===== src/rtl/alarm_pkg.sv =====
// Shared types and default timing constants for the alarm clock mode and alarm sequencer.
package alarm_pkg;

    typedef enum logic [1:0] {
        RUN  = 2'd0,
        TSET = 2'd1,
        ASET = 2'd2
    } mode_t;

    typedef enum logic [1:0] {
        OFF    = 2'd0,
        ARMED  = 2'd1,
        RING   = 2'd2,
        SNOOZE = 2'd3
    } alarm_state_t;

    localparam int SNOOZE_SEC_DEF = 540;
    localparam int RING_SEC_DEF   = 60;

    // Wide enough for max(a,b)-1; never narrower than one bit.
    function automatic int timer_width(input int a, input int b);
        int m;
        m = (a > b) ? a : b;
        return (m <= 2) ? 1 : $clog2(m);
    endfunction

endpackage


===== src/rtl/alarm_ctrl_sec_timer.sv =====
// Loadable down-counter that saturates at zero; one tick per 1 Hz clock.
module sec_timer #(
    parameter int W = 10
) (
    input  logic         clk,
    input  logic         rst,
    input  logic         load,
    input  logic [W-1:0] load_val,
    input  logic         dec,
    output logic         zero
);

    logic [W-1:0] r_count;

    always_ff @(posedge clk or negedge rst) begin
        if (!rst) begin
            r_count <= '0;
        end else if (load) begin
            r_count <= load_val;
        end else if (dec && (r_count != '0)) begin
            r_count <= r_count - W'(1);
        end
    end

    assign zero = (r_count == '0);

endmodule


===== src/rtl/alarm_ctrl.sv =====
// Mode decoder and alarm sequencer: registered operating mode, counter enables,
// and the OFF/ARMED/RING/SNOOZE alarm machine with snooze and ring timeout.
module alarm_ctrl
    import alarm_pkg::*;
#(
    parameter int SNOOZE_SEC = SNOOZE_SEC_DEF,
    parameter int RING_SEC   = RING_SEC_DEF
) (
    input  logic       clk,
    input  logic       rst,
    input  logic       timeset,
    input  logic       alarmset,
    input  logic       minadv,
    input  logic       hrsadv,
    input  logic       alarmon,
    input  logic       snooze,
    input  logic       match,
    input  logic       szero,
    input  logic       mzero,
    output logic       sec_en,
    output logic       tmin_en,
    output logic       thrs_en,
    output logic       amin_en,
    output logic       ahrs_en,
    output logic       disp_alarm,
    output logic [1:0] mode,
    output logic       buzz,
    output logic       snoozing
);

    localparam int TW = timer_width(SNOOZE_SEC, RING_SEC);
    localparam logic [TW-1:0] RING_LOAD   = TW'(RING_SEC - 1);
    localparam logic [TW-1:0] SNOOZE_LOAD = TW'(SNOOZE_SEC - 1);

    mode_t        r_mode, w_mode_next;
    alarm_state_t r_alarm, w_alarm_next;
    logic         r_match_q, r_buzz;
    logic         w_trigger, w_active, w_zero, w_load;
    logic [TW-1:0] w_load_val;

    always_ff @(posedge clk or negedge rst) begin
        if (!rst) begin
            r_mode <= RUN;
        end else begin
            r_mode <= w_mode_next;
        end
    end

    always_comb begin
        w_mode_next = r_mode;
        case (r_mode)
            RUN:     if (timeset) w_mode_next = TSET;
                     else if (alarmset) w_mode_next = ASET;
            TSET:    if (!timeset) w_mode_next = RUN;
            ASET:    if (timeset) w_mode_next = TSET;
                     else if (!alarmset) w_mode_next = RUN;
            default: w_mode_next = RUN;
        endcase
    end

    always_comb begin
        sec_en     = (r_mode == RUN);
        tmin_en    = ((r_mode == RUN) && szero) || ((r_mode == TSET) && minadv);
        thrs_en    = ((r_mode == RUN) && szero && mzero) || ((r_mode == TSET) && hrsadv);
        amin_en    = (r_mode == ASET) && minadv;
        ahrs_en    = (r_mode == ASET) && hrsadv;
        disp_alarm = (r_mode == ASET);
    end

    // match_q starts high so identical 00:00 registers after reset do not ring.
    always_ff @(posedge clk or negedge rst) begin
        if (!rst) begin
            r_match_q <= 1'b1;
            r_alarm   <= OFF;
            r_buzz    <= 1'b0;
        end else begin
            r_match_q <= match;
            r_alarm   <= w_alarm_next;
            r_buzz    <= (w_alarm_next == RING);
        end
    end

    assign w_trigger = match && !r_match_q;
    assign w_active  = (r_alarm == RING) || (r_alarm == SNOOZE);

    always_comb begin
        w_alarm_next = r_alarm;
        w_load       = 1'b0;
        w_load_val   = '0;
        if (!alarmon) begin
            w_alarm_next = OFF;
        end else if (w_active && (r_mode != RUN)) begin
            w_alarm_next = ARMED;
        end else begin
            case (r_alarm)
                OFF:    w_alarm_next = ARMED;
                ARMED:  if (w_trigger && (r_mode == RUN)) begin
                            w_alarm_next = RING;
                            w_load       = 1'b1;
                            w_load_val   = RING_LOAD;
                        end
                RING:   if (snooze) begin
                            w_alarm_next = SNOOZE;
                            w_load       = 1'b1;
                            w_load_val   = SNOOZE_LOAD;
                        end else if (w_zero) begin
                            w_alarm_next = ARMED;
                        end
                SNOOZE: if (w_zero) begin
                            w_alarm_next = RING;
                            w_load       = 1'b1;
                            w_load_val   = RING_LOAD;
                        end
                default: w_alarm_next = OFF;
            endcase
        end
        // Outside RING/SNOOZE the timer is parked at zero.
        if ((w_alarm_next != RING) && (w_alarm_next != SNOOZE)) begin
            w_load     = 1'b1;
            w_load_val = '0;
        end
    end

    sec_timer #(.W(TW)) u_timer (
        .clk      (clk),
        .rst      (rst),
        .load     (w_load),
        .load_val (w_load_val),
        .dec      (w_active),
        .zero     (w_zero)
    );

    assign mode     = r_mode;
    assign buzz     = r_buzz;
    assign snoozing = (r_alarm == SNOOZE);

endmodule


===== config.mk =====
export PLATFORM = sky130hd
export DESIGN_NAME = alarm_ctrl
export DESIGN_NICKNAME = d
export VERILOG_FILES = /design/src/rtl/alarm_pkg.sv /design/src/rtl/alarm_ctrl_sec_timer.sv /design/src/rtl/alarm_ctrl.sv
export SDC_FILE = /design/constraint.sdc
export NUM_CORES = 1
export LEC_CHECK = 0
export BUFFER_PORTS_ARGS = -buffer_cell sky130_fd_sc_hd__buf_2
export CAP_MARGIN = 10
export CELL_PAD_IN_SITES_DETAIL_PLACEMENT = 0
export CELL_PAD_IN_SITES_GLOBAL_PLACEMENT = 1
export CORE_AREA = 10 10 63 65
export DETAILED_ROUTE_END_ITERATION = 8
export DIE_AREA = 0 0 73 75
export GPL_ROUTABILITY_DRIVEN = 0
export PLACE_DENSITY = 0.71
export SYNTH_ARGS = -nofsm -noshare
export SYNTH_HDL_FRONTEND = slang
export SYNTH_SLANG_ARGS = --single-unit
export TNS_END_PERCENT = 5

===== constraint.sdc =====
create_clock -name clk -period 1.67 [get_ports clk]
set_input_delay 0.0835 -clock clk [delete_from_list [all_inputs] [get_ports clk]]
set_output_delay 0.0835 -clock clk [all_outputs]
set_load 0.005 [all_outputs]

==> results <==
- The run finished, with violations left.
- The checks that failed: setup timing.
- The worst slew margin relative to its limit is 69.8%.
- The critical path data required time is 1850 ps.
- The CTS sink count is 16.
- The endpoint class of the critical path is a flip-flop.
- During I/O placement, the number of pins put on the boundary was 21.
- After detailed routing, the number of remaining DRC violations is 0.
- After the last flow step, the layout net total stands at 162.
- The share of layout cells above drive strength 1 is 39.9%.
- The synthesized area per cell is 9.57 sq um.
- The setup path with the least slack is of type reg2reg.
- The total half-perimeter wirelength after legalization and detailed placement is 2.03 mm.
- Static timing analysis puts the maximum clock frequency at 593 MHz.
- The number of different library cells used by synthesis comes to 42.
- The total nets after synthesis is 113.
- The global router's overall resource usage is 9.38%.
- The via count of the first global-routing pass is 945.
- The maximum fanout count along the critical path is 4.
- The number of rows created at floorplan is 19.
- The die width is 73 um.
- The overall power consumption is 0.813 mW.
- The routed length per instance is 14.7 um.
- For the worst setup path, the data arrival time is 1860 ps.
- The count of antenna-violating nets left after detailed routing is 0.
- The startpoint type of the worst setup path is a flip-flop.
- The clock tree root buffer cell is sky130_fd_sc_hd__clkbuf_4.
- After synthesis, the share of flip-flops with an asynchronous set or reset is 100%.
- The routed via count is 955.
- The cell area power density is 586 mW/mm^2.
- The layout-stage area growth over the synthesis result is 45.1%.
- The worst-case clock buffer depth is 2.
- In the layout the commonest cells are 20 x sky130_fd_sc_hd__buf_2, 20 x sky130_fd_sc_hd__buf_4, 15 x sky130_fd_sc_hd__dfrtp_1, 7 x sky130_fd_sc_hd__nor2_1, 6 x sky130_fd_sc_hd__nand2_1.
- The shortest clock period the worst path allows after layout is 1690 ps.
- The initial antenna violation count is 0.
- The first TritonRoute pass finished after 4 iterations.
- The share of the clock period used by the worst path after layout is 101%.
- The critical path's largest stage delay is 400 ps.
- Walking the worst path, the cells encountered are buf_6 > nor4_4 > buf_4 > buf_4 > nand4_1 > a32o_1.
- The worst hold path belongs to the class in2reg.
- Between clock sinks in the finished design, the worst skew comes to 10.4 ps.
- The total negative slack is -19.8 ps.
- The clock tree from TritonCTS is yes.
- The share of the core filled with cells is 51.2%.
- The number of clock buffers added by TritonCTS is 3.
- The pin count of the biggest net entering global routing is 17.
- The diode insertion count for antenna repair is 0.
- In this run, the number of DRC markers left after iteration 0 of detailed routing was 14.
- Setup repair after global routing could not meet its margin everywhere.
- The worst-case IR drop observed on VDD is 484 uV.
- The leakage power total is 0.663 nW.
- The combined area of all synthesized cells is 957 sq um.
- Buffers placed on the I/O ports in this run total 20.
- The die covers 0.00548 sq mm.
- The most used flip-flop cell after synthesis is sky130_fd_sc_hd__dfrtp_1.
- The max-cap check violation count is 0.
- Measured along the y axis, the die boundary spans 75 um.
- The number of synthesized register bits is 16.
- Clock-pin slew was measured on the worst setup and hold paths at 100 ps.
- The number of enable flip-flop cells after synthesis is 0.
- Once the floorplan was initialized, standard cells occupied 35.3% of the core.
- The cell with the largest stage delay on the worst path is sky130_fd_sc_hd__dfrtp_1.
- The clock network latency to the later pin of the worst-skew pair is 290 ps.
- The floorplan step defined a core boundary enclosing 0.00271 sq mm.
- The most numerous cell type found on the critical path is sky130_fd_sc_hd__buf_4.
- In this run the number of H-tree levels came out at 1.
- Counting every instance in the synthesized netlist gives 100.
- The final number of hold-violating endpoints is 0.
- The total overflow left after global routing is 0.
- The setup violation total in the final timing report is 2.
- For this run, the register share of the synthesized area comes to 42.0%.
- During synthesis, Yosys emitted a total of 0 warnings.
- The least setup slack across all paths after layout is -17.4 ps.
- For the pin with the worst max-slew slack, the measured transition is 447 ps.
- Using the TritonRoute via totals, the vias-per-cell ratio works out to 5.34.
- The number of max-slew violations in the final report is 0.
- The first global-routing pass estimated 4.23 mm of wire.
- After detailed routing, the total wire length is 2.64 mm.
==> final timing paths <==
| check | from | to | slack, ps | depth (start not counted) |
|---|---|---|---|---|
| min in group asynchronous | rst | u_timer.r_count[8] | 230 | 2 |
| worst min register to register | mode[0] | mode[1] | 580 | 2 |
| worst max-delay path | u_timer.r_count[6] | r_alarm[0] | -20 | 6 |
| worst min-delay path | alarmset | mode[1] | 50 | 2 |
| worst max register to register | u_timer.r_count[6] | r_alarm[0] | -20 | 6 |
| max in group asynchronous | rst | r_match_q | 1120 | 2 |
==> Yosys cell counts (2+ instances only) <==
cell type | n | area, sq um
sky130_fd_sc_hd__inv_1 | 4 | 15.0
sky130_fd_sc_hd__nor3b_1 | 4 | 30.0
sky130_fd_sc_hd__nand2_1 | 6 | 22.5
sky130_fd_sc_hd__a21oi_1 | 5 | 25.0
sky130_fd_sc_hd__nor2_1 | 7 | 26.3
sky130_fd_sc_hd__ha_1 | 2 | 25.0
sky130_fd_sc_hd__xnor2_1 | 3 | 26.3
sky130_fd_sc_hd__nand4_1 | 2 | 12.5
sky130_fd_sc_hd__or3_1 | 3 | 18.8
sky130_fd_sc_hd__and2_1 | 4 | 25.0
sky130_fd_sc_hd__nor3_1 | 6 | 30.0
sky130_fd_sc_hd__a31oi_1 | 3 | 18.8
sky130_fd_sc_hd__dfrtp_1 | 15 | 375
sky130_fd_sc_hd__a21o_1 | 3 | 22.5
sky130_fd_sc_hd__o21ai_0 | 3 | 15.0
sky130_fd_sc_hd__nor2b_1 | 3 | 18.8
sky130_fd_sc_hd__nand4b_1 | 2 | 17.5
==> cell type report <==
cell class              count  area [sq um]
well taps                  31          38.8
clock buffers               4          36.3
repair buffers             45           303
flip-flops and latches     16           402
multi-input cells          78           588
inverters                   5          21.3
fillers                   272          1320
==> worst max-delay path: cells and delay by family (launching register included) <==
family / cells / cell delay (ps)
AND/OR/NAND/NOR: 2 / 470
buffers and inverters: 3 / 440
flip-flops: 1 / 400
AO/OA/AOI/OAI: 1 / 260
==> through the flow <==
| stage | hold slack, ps | std cells | setup WS [ps] | cell area (sq um) |
|---|---|---|---|---|
| 2_1_floorplan | -212 | 100 | 9.09 | 957 |
| 3_3_place_gp | 18.4 | 169 | -13.5 | 1230 |
| 3_5_place_dp | 19.1 | 169 | -33.3 | 1230 |
| 4_1_cts | 54.6 | 177 | 19.4 | 1320 |
| 5_1_grt | 43.5 | 179 | -98.3 | 1390 |
| 6_report | 52.3 | 179 | -17.4 | 1390 |
==> what timing repair did <==
action	CTS	global route
gates resized for setup	2	11
hold endpoints to repair	17	0
cloned	0	0
pin swaps	1	10
hold buffers	3	0
setup endpoints to repair	3	11
setup buffers	1	2
==> state kept, by name, summed over array words and instances, names as in the netlist <==
signal,flops
buzz,1
r_match_q,1
r_alarm,2
mode,2
u_timer.r_count,10
==> kinds of logic (layout without fill, tap and decap cells) <==
group / after synthesis / in the layout / synth area share (%)
DFF: 16 / 16 / 42.0
buffers and inverters: 6 / 54 / 2.35
muxes: 1 / 1 / 1.05
AOI/OAI and AO/OA: 27 / 27 / 20.9
xor gates and xnor gates: 3 / 3 / 2.75
and+or+nand+nor: 45 / 45 / 28.4
adders and majority gates: 2 / 2 / 2.61
==> layer usage <==
metal / vias to the layer above / wire length [um] / track usage, %
met1: 465 / 1110 / 10.8
met2: 15 / 1350 / 16.2
met5: - / 0 / 0
met3: 4 / 144 / 2.50
li1: 471 / - / -
met4: 0 / 31 / 3.38
==> power by group <==
part | switching [mW] | internal, mW | total (mW)
logic | 0.0777 | 0.0734 | 0.151
clock network | 0.122 | 0.133 | 0.254
registers | 0.00940 | 0.398 | 0.408
Note: power is estimated with default switching activity, not from simulation.
